File: src/rtl/sec_pkg.sv
// Shared types and widths for the background SEC scrubber.
// Data/check widths match the external 32-bit SEC corrector.
package sec_pkg;

    localparam int DATA_W = 32;
    localparam int CHK_W  = 8;

    typedef enum logic [2:0] {
        S_IDLE,
        S_RD_REQ,
        S_RD_WAIT,
        S_CHECK,
        S_WR_REQ,
        S_NEXT,
        S_GAP,
        S_DONE
    } scrub_state_t;

endpackage

File: src/rtl/sec_sat_cnt.sv
// Saturating up-counter with synchronous clear and count enable.
// Holds at all-ones instead of wrapping.
module sec_sat_cnt #(
    parameter int W = 16
) (
    input  logic         clk,
    input  logic         rst,
    input  logic         clr_i,
    input  logic         en_i,
    output logic [W-1:0] cnt_o
);

    logic [W-1:0] cnt_q;
    logic [W-1:0] cnt_d;

    always_comb begin
        cnt_d = cnt_q;
        if (clr_i) begin
            cnt_d = '0;
        end else if (en_i && (cnt_q != {W{1'b1}})) begin
            cnt_d = cnt_q + W'(1);
        end
    end

    always_ff @(posedge clk or posedge rst) begin
        if (rst) begin
            cnt_q <= '0;
        end else begin
            cnt_q <= cnt_d;
        end
    end

    assign cnt_o = cnt_q;

endmodule

File: src/rtl/sec_scrub_ctrl.sv
// Background scrubber: reads each word, runs it through the external
// SEC corrector and writes back words the corrector changed.
module sec_scrub_ctrl
    import sec_pkg::*;
#(
    parameter int ADDR_W = 8,
    parameter int DEPTH  = 256,
    parameter int PAUSE  = 16,
    parameter int CNT_W  = 16
) (
    input  logic              clk,
    input  logic              rst,
    input  logic              start,
    input  logic              cont,
    input  logic              stop,
    output logic              mem_req,
    output logic              mem_we,
    output logic [ADDR_W-1:0] mem_addr,
    output logic [DATA_W-1:0] mem_wdata,
    output logic [CHK_W-1:0]  mem_wchk,
    input  logic              mem_gnt,
    input  logic              mem_rvalid,
    input  logic [DATA_W-1:0] mem_rdata,
    input  logic [CHK_W-1:0]  mem_rchk,
    output logic [DATA_W-1:0] dec_d,
    output logic [CHK_W-1:0]  dec_c,
    output logic              dec_r,
    input  logic [DATA_W-1:0] dec_q,
    output logic              busy,
    output logic              done,
    output logic [CNT_W-1:0]  corr_cnt,
    output logic [CNT_W-1:0]  pass_cnt
);

    localparam int GAP_W    = (PAUSE > 1) ? $clog2(PAUSE) : 1;
    localparam int GAP_LAST = (PAUSE > 0) ? PAUSE - 1 : 0;
    localparam logic [GAP_W-1:0]  GAP_END  = GAP_W'(GAP_LAST);
    localparam logic [ADDR_W-1:0] ADDR_END = ADDR_W'(DEPTH - 1);

    scrub_state_t state_q, state_d;

    logic [ADDR_W-1:0] addr_q, addr_d;
    logic [DATA_W-1:0] dd_q, dd_d;
    logic [CHK_W-1:0]  dc_q, dc_d;
    logic [DATA_W-1:0] wd_q, wd_d;
    logic [CNT_W-1:0]  pass_q, pass_d;
    logic [GAP_W-1:0]  gap_q, gap_d;
    logic              cont_q, cont_d;

    logic launch;
    logic last_w;
    logic fixed;
    logic gap_end;
    logic clr_cnt;
    logic corr_en;

    assign launch  = ((state_q == S_IDLE) || (state_q == S_DONE)) && start;
    assign last_w  = (addr_q == ADDR_END);
    assign fixed   = (dec_q != dd_q);
    assign gap_end = (gap_q == GAP_END);

    always_ff @(posedge clk or posedge rst) begin
        if (rst) begin
            state_q <= S_IDLE;
        end else begin
            state_q <= state_d;
        end
    end

    always_comb begin
        state_d = state_q;
        unique case (state_q)
            S_IDLE, S_DONE: begin
                if (start) state_d = S_RD_REQ;
            end
            S_RD_REQ: begin
                if (mem_gnt) state_d = S_RD_WAIT;
            end
            S_RD_WAIT: begin
                if (mem_rvalid) state_d = S_CHECK;
            end
            S_CHECK: begin
                state_d = fixed ? S_WR_REQ : S_NEXT;
            end
            S_WR_REQ: begin
                if (mem_gnt) state_d = S_NEXT;
            end
            S_NEXT: begin
                if (stop) begin
                    state_d = S_DONE;
                end else if (!last_w) begin
                    state_d = S_RD_REQ;
                end else if (!cont_q) begin
                    state_d = S_DONE;
                end else begin
                    state_d = (PAUSE == 0) ? S_RD_REQ : S_GAP;
                end
            end
            S_GAP: begin
                if (stop) begin
                    state_d = S_DONE;
                end else if (gap_end) begin
                    state_d = S_RD_REQ;
                end
            end
            default: state_d = S_IDLE;
        endcase
    end

    always_comb begin
        mem_req = (state_q == S_RD_REQ) || (state_q == S_WR_REQ);
        mem_we  = (state_q == S_WR_REQ);
        dec_r   = (state_q == S_CHECK);
        done    = (state_q == S_DONE);
        busy    = (state_q != S_IDLE) && (state_q != S_DONE);
    end

    always_comb begin
        addr_d  = addr_q;
        dd_d    = dd_q;
        dc_d    = dc_q;
        wd_d    = wd_q;
        pass_d  = pass_q;
        gap_d   = gap_q;
        cont_d  = cont_q;
        clr_cnt = 1'b0;
        corr_en = 1'b0;
        if (launch) begin
            addr_d  = '0;
            pass_d  = '0;
            cont_d  = cont;
            clr_cnt = 1'b1;
        end
        if ((state_q == S_RD_WAIT) && mem_rvalid) begin
            dd_d = mem_rdata;
            dc_d = mem_rchk;
        end
        if (state_q == S_CHECK) begin
            wd_d    = dec_q;
            corr_en = fixed;
        end
        if ((state_q == S_NEXT) && !stop) begin
            if (last_w) begin
                addr_d = '0;
                pass_d = pass_q + CNT_W'(1);
            end else begin
                addr_d = addr_q + ADDR_W'(1);
            end
        end
        if (state_q == S_NEXT) gap_d = '0;
        if (state_q == S_GAP)  gap_d = gap_q + GAP_W'(1);
    end

    always_ff @(posedge clk or posedge rst) begin
        if (rst) begin
            addr_q <= '0;
            dd_q   <= '0;
            dc_q   <= '0;
            wd_q   <= '0;
            pass_q <= '0;
            gap_q  <= '0;
            cont_q <= 1'b0;
        end else begin
            addr_q <= addr_d;
            dd_q   <= dd_d;
            dc_q   <= dc_d;
            wd_q   <= wd_d;
            pass_q <= pass_d;
            gap_q  <= gap_d;
            cont_q <= cont_d;
        end
    end

    sec_sat_cnt #(
        .W (CNT_W)
    ) u_corr_cnt (
        .clk   (clk),
        .rst   (rst),
        .clr_i (clr_cnt),
        .en_i  (corr_en),
        .cnt_o (corr_cnt)
    );

    assign mem_addr  = addr_q;
    assign mem_wdata = wd_q;
    assign mem_wchk  = dc_q;
    assign dec_d     = dd_q;
    assign dec_c     = dc_q;
    assign pass_cnt  = pass_q;

endmodule

File: config.mk
export PLATFORM = sky130hd
export DESIGN_NAME = sec_scrub_ctrl
export DESIGN_NICKNAME = d
export VERILOG_FILES = /design/src/rtl/sec_pkg.sv /design/src/rtl/sec_sat_cnt.sv /design/src/rtl/sec_scrub_ctrl.sv
export SDC_FILE = /design/constraint.sdc
export NUM_CORES = 1
export LEC_CHECK = 0
export BUFFER_PORTS_ARGS = -buffer_cell sky130_fd_sc_hd__clkbuf_2
export CORE_UTILIZATION = 45
export CTS_CLUSTER_SIZE = 25
export DETAILED_ROUTE_END_ITERATION = 8
export PLACE_DENSITY = 0.84
export SLEW_MARGIN = 20
export SYNTH_ARGS = -nofsm -noshare
export SYNTH_HDL_FRONTEND = slang
export SYNTH_SLANG_ARGS = --single-unit
File: constraint.sdc
create_clock -name clk -period 8.2 [get_ports clk]
set_input_delay 1.64 -clock clk [delete_from_list [all_inputs] [get_ports clk]]
set_output_delay 1.64 -clock clk [all_outputs]
set_load 0.03 [all_outputs]
==> flow_metrics.env <==
export IMPL_cpMaxStageDelayCell="inv_1"
export IMPL_fin_cells=952
export IMPL_vias_per_cell=5.28
export IMPL_finalMaxSlewViolations=0
export IMPL_layout_min_cycle_time_ns=4.88
export IMPL_p_seq_frac=0.330
export IMPL_max_cap_violations=0
export IMPL_synth_nets=660
export IMPL_wl_per_cell_um=15.6
export IMPL_finalSetupViolations=0
export IMPL_yosysWarnings=0
export IMPL_crit_path_max_incr_delay_ns=0.75
export IMPL_cts_tree="done"
export IMPL_overflow=0
export IMPL_fin_crit_sh=0.595
export IMPL_ys_top_cells_by_area="dfrtp_1 52%, nand2_1 9.6%, mux2_2 7.4%, xor2_1 5.2%, mux2i_1 2.4%"
export IMPL_remaining_drc_errors=0
export IMPL_leakage_nw=3.84
export IMPL_antenna_found_initial=0
export IMPL_synth_seq_cells=120
export IMPL_finalClockSkew_ns=0.00896
export IMPL_synth_edf_count=0
export IMPL_p_sw_mw=1.31
export IMPL_endpoint_kind="output port"
export IMPL_ant_nets=0
export IMPL_holdCritPathClass="register to register"
export IMPL_io_pins=204
export IMPL_dp_hpwl_um=10500
export IMPL_drive_above_1_share=0.364
export IMPL_rsz0062_at_grt="false"
export IMPL_initial_core_util=0.470
export IMPL_holdBufCountCts=0
export IMPL_grt_pass1_vias=4669
export IMPL_cts_repair_resized=0
export IMPL_slew_headroom=0.338
export IMPL_yosysTopAreaCell="dfrtp_1"
export IMPL_grt_pass1_wl_um=23600
export IMPL_cp_arrival_ns=3.24
export IMPL_final_area_um2=7520
export IMPL_cts_root_buf="clkbuf_16"
export IMPL_gp_congestion=0.844
export IMPL_post_cts_buffers=0
export IMPL_finalHoldViolCount=0
export IMPL_clkLatencyLatePin_ns=0.42
export IMPL_crit_fanout=35
export IMPL_pwr_share_clk=0.269
export IMPL_syn_mean_instance_area_um2=9.99
export IMPL_syn_to_final_growth_pct=30.5
export IMPL_cts_sinks=120
export IMPL_dr_pass1_iters=5
export IMPL_dp_cells=920
export IMPL_gr_usage_all_layers=0.235
export IMPL_power_internal_mw=1.74
export IMPL_netlist_instances=577
export IMPL_wl_um=14900
export IMPL_ir_drop_uv=275
export IMPL_cts_clk_slew_worst_paths_ns=0.06
export IMPL_yosysSeqAreaShare=0.521
export IMPL_synth_distinct_cells=52
export IMPL_synth_top_cell_area_share=0.521
export IMPL_fmax_mhz=205
export IMPL_cp_top_family="buffers and inverters"
export IMPL_synthFlopType="dfrtp_1"
export IMPL_async_reset_ff_frac=1.00
export IMPL_path_cells="nand3_2 > inv_1 > buf_4 > clkbuf_2"
export IMPL_dieHeight_um=115
export IMPL_tns_ns=0
export IMPL_port_buffers=203
export IMPL_switching_share=0.429
export IMPL_dpl_cell_area_um2=6870
export IMPL_status="finished, final reports clean"
export IMPL_cts_buffers=17
export IMPL_drt_iter0_drc=345
export IMPL_crit_required_ns=6.56
export IMPL_power_per_cell_area_nw_per_um2=405
export IMPL_core_area_um2=12300
export IMPL_cts_buffer_depth=2
export IMPL_start_kind="register"
export IMPL_n_antenna_cell=0
export IMPL_p_comb_frac=0.401
export IMPL_grt_start_max_net_pins=66
export IMPL_fin_nets=854
export IMPL_synth_area_um2=5760
export IMPL_h_tree_depth=4
export IMPL_num_vias=5022
export IMPL_tightest_slew_ns=0.989
export IMPL_worstSetupPathType="register to output port"
export IMPL_crit_buf_inv=3
export IMPL_dieArea_um2=13300
export IMPL_fp_row_count=40
export IMPL_die_x_um=115
-- cell families (layout without fill, tap and decap cells) --
| kind of cell | after synthesis | count (layout) | synth area share |
|---|---|---|---|
| AND/OR/NAND/NOR | 257 | 257 | 0.208 |
| flip-flops | 120 | 120 | 0.521 |
| AO/OA/AOI/OAI | 67 | 67 | 0.0718 |
| multiplexers | 55 | 55 | 0.104 |
| buffers and inverters | 39 | 246 | 0.0326 |
| XOR/XNOR | 35 | 35 | 0.0532 |
| adder cells (fa/ha/maj) | 4 | 4 | 0.00868 |
-- power by group through the flow --
stage                     combinational, mW  sequential [mW]  clock [mW]
after floorplan                       0.537             1.33           0
after global placement                 1.20            0.999           0
after detailed placement               1.23             1.01           0
after CTS                              1.23             1.00       0.832
after global routing                   1.32             1.04       0.860
final                                  1.22             1.01       0.820
-- path summary, 6_finish.rpt --
path | from | to | slack [ns] | depth (start not counted)
max | state_q[0] | dec_r | 3.32 | 4
min | mem_wdata[13] | mem_wdata[13] | 0.47 | 2
max reg2reg | state_q[0] | u_corr_cnt.cnt_o[13] | 4.37 | 7
min reg2reg | mem_wdata[13] | mem_wdata[13] | 0.47 | 2
max in group asynchronous | rst | dec_d[0] | 5.58 | 3
min in group asynchronous | rst | mem_wdata[31] | 1.31 | 2
-- state kept, by name, summed over array words and instances (netlist names) --
signal,count
state_q,3
dec_d,32
pass_cnt,16
mem_addr,8
u_corr_cnt.cnt_o,16
mem_wdata,32
dec_c,8
cont_q,1
gap_q,4
-- cells in the final DEF, fill, tap and decap left out, types with 8 or more instances in the layout --
cell type and instances:
xor2_1 34, nor2_1 26, and3_1 8, nand2_1 147, dfrtp_1 120, clkbuf_16 17
nor3_1 8, nand3_1 15, a21oi_1 15, nor4_1 10, nand4_1 10, mux2i_1 14
clkbuf_2 203, mux2_2 38, o31ai_1 8, o21ai_0 25
-- cell type report --
| class | instances | area [um2] |
|---|---|---|
| clock inverter | 12 | 198 |
| fill | 1020 | 4740 |
| clock buffer | 20 | 457 |
| timing repair buffer | 207 | 1050 |
| sequential | 120 | 3000 |
| multi-input combinational | 418 | 2580 |
| tap | 168 | 210 |
| inverter | 7 | 28.8 |
-- synthesized netlist by cell type (9+ instances only) --
master,instances
nand2_1,147
dfrtp_1,120
mux2_2,38
xor2_1,34
nor2_1,26
o21ai_0,25
a21oi_1,15
nand3_1,15
clkbuf_1,14
mux2i_1,14
nand4_1,10
nor4_1,10
buf_2,9
-- routing by layer --
metal,vias up,global-route usage,wire length (um)
met3,17,0.0727,1020
met5,-,0,0
met4,0,0.0996,226
met1,2410,0.287,6220
li1,2381,-,-
met2,214,0.386,7430
-- worst min-delay path, stage by stage (launching register included) --
cell     delay (ns)
dfrtp_1        0.34
nand2_1        0.05
nand2_1        0.05
-- stage by stage --
stage / hold WS (ns) / util / power [mW] / setup slack [ns]
global route: 0.491 / 0.613 / 3.22 / 3.08
floorplan: 0.446 / - / 1.87 / 3.37
global placement: 0.457 / 0.560 / 2.20 / 3.75
finish: 0.471 / 0.613 / 3.05 / 3.32
CTS: 0.476 / 0.613 / 3.07 / 3.27
detailed placement: 0.461 / 0.560 / 2.24 / 3.71
Note: power is estimated with default switching activity, not from simulation.
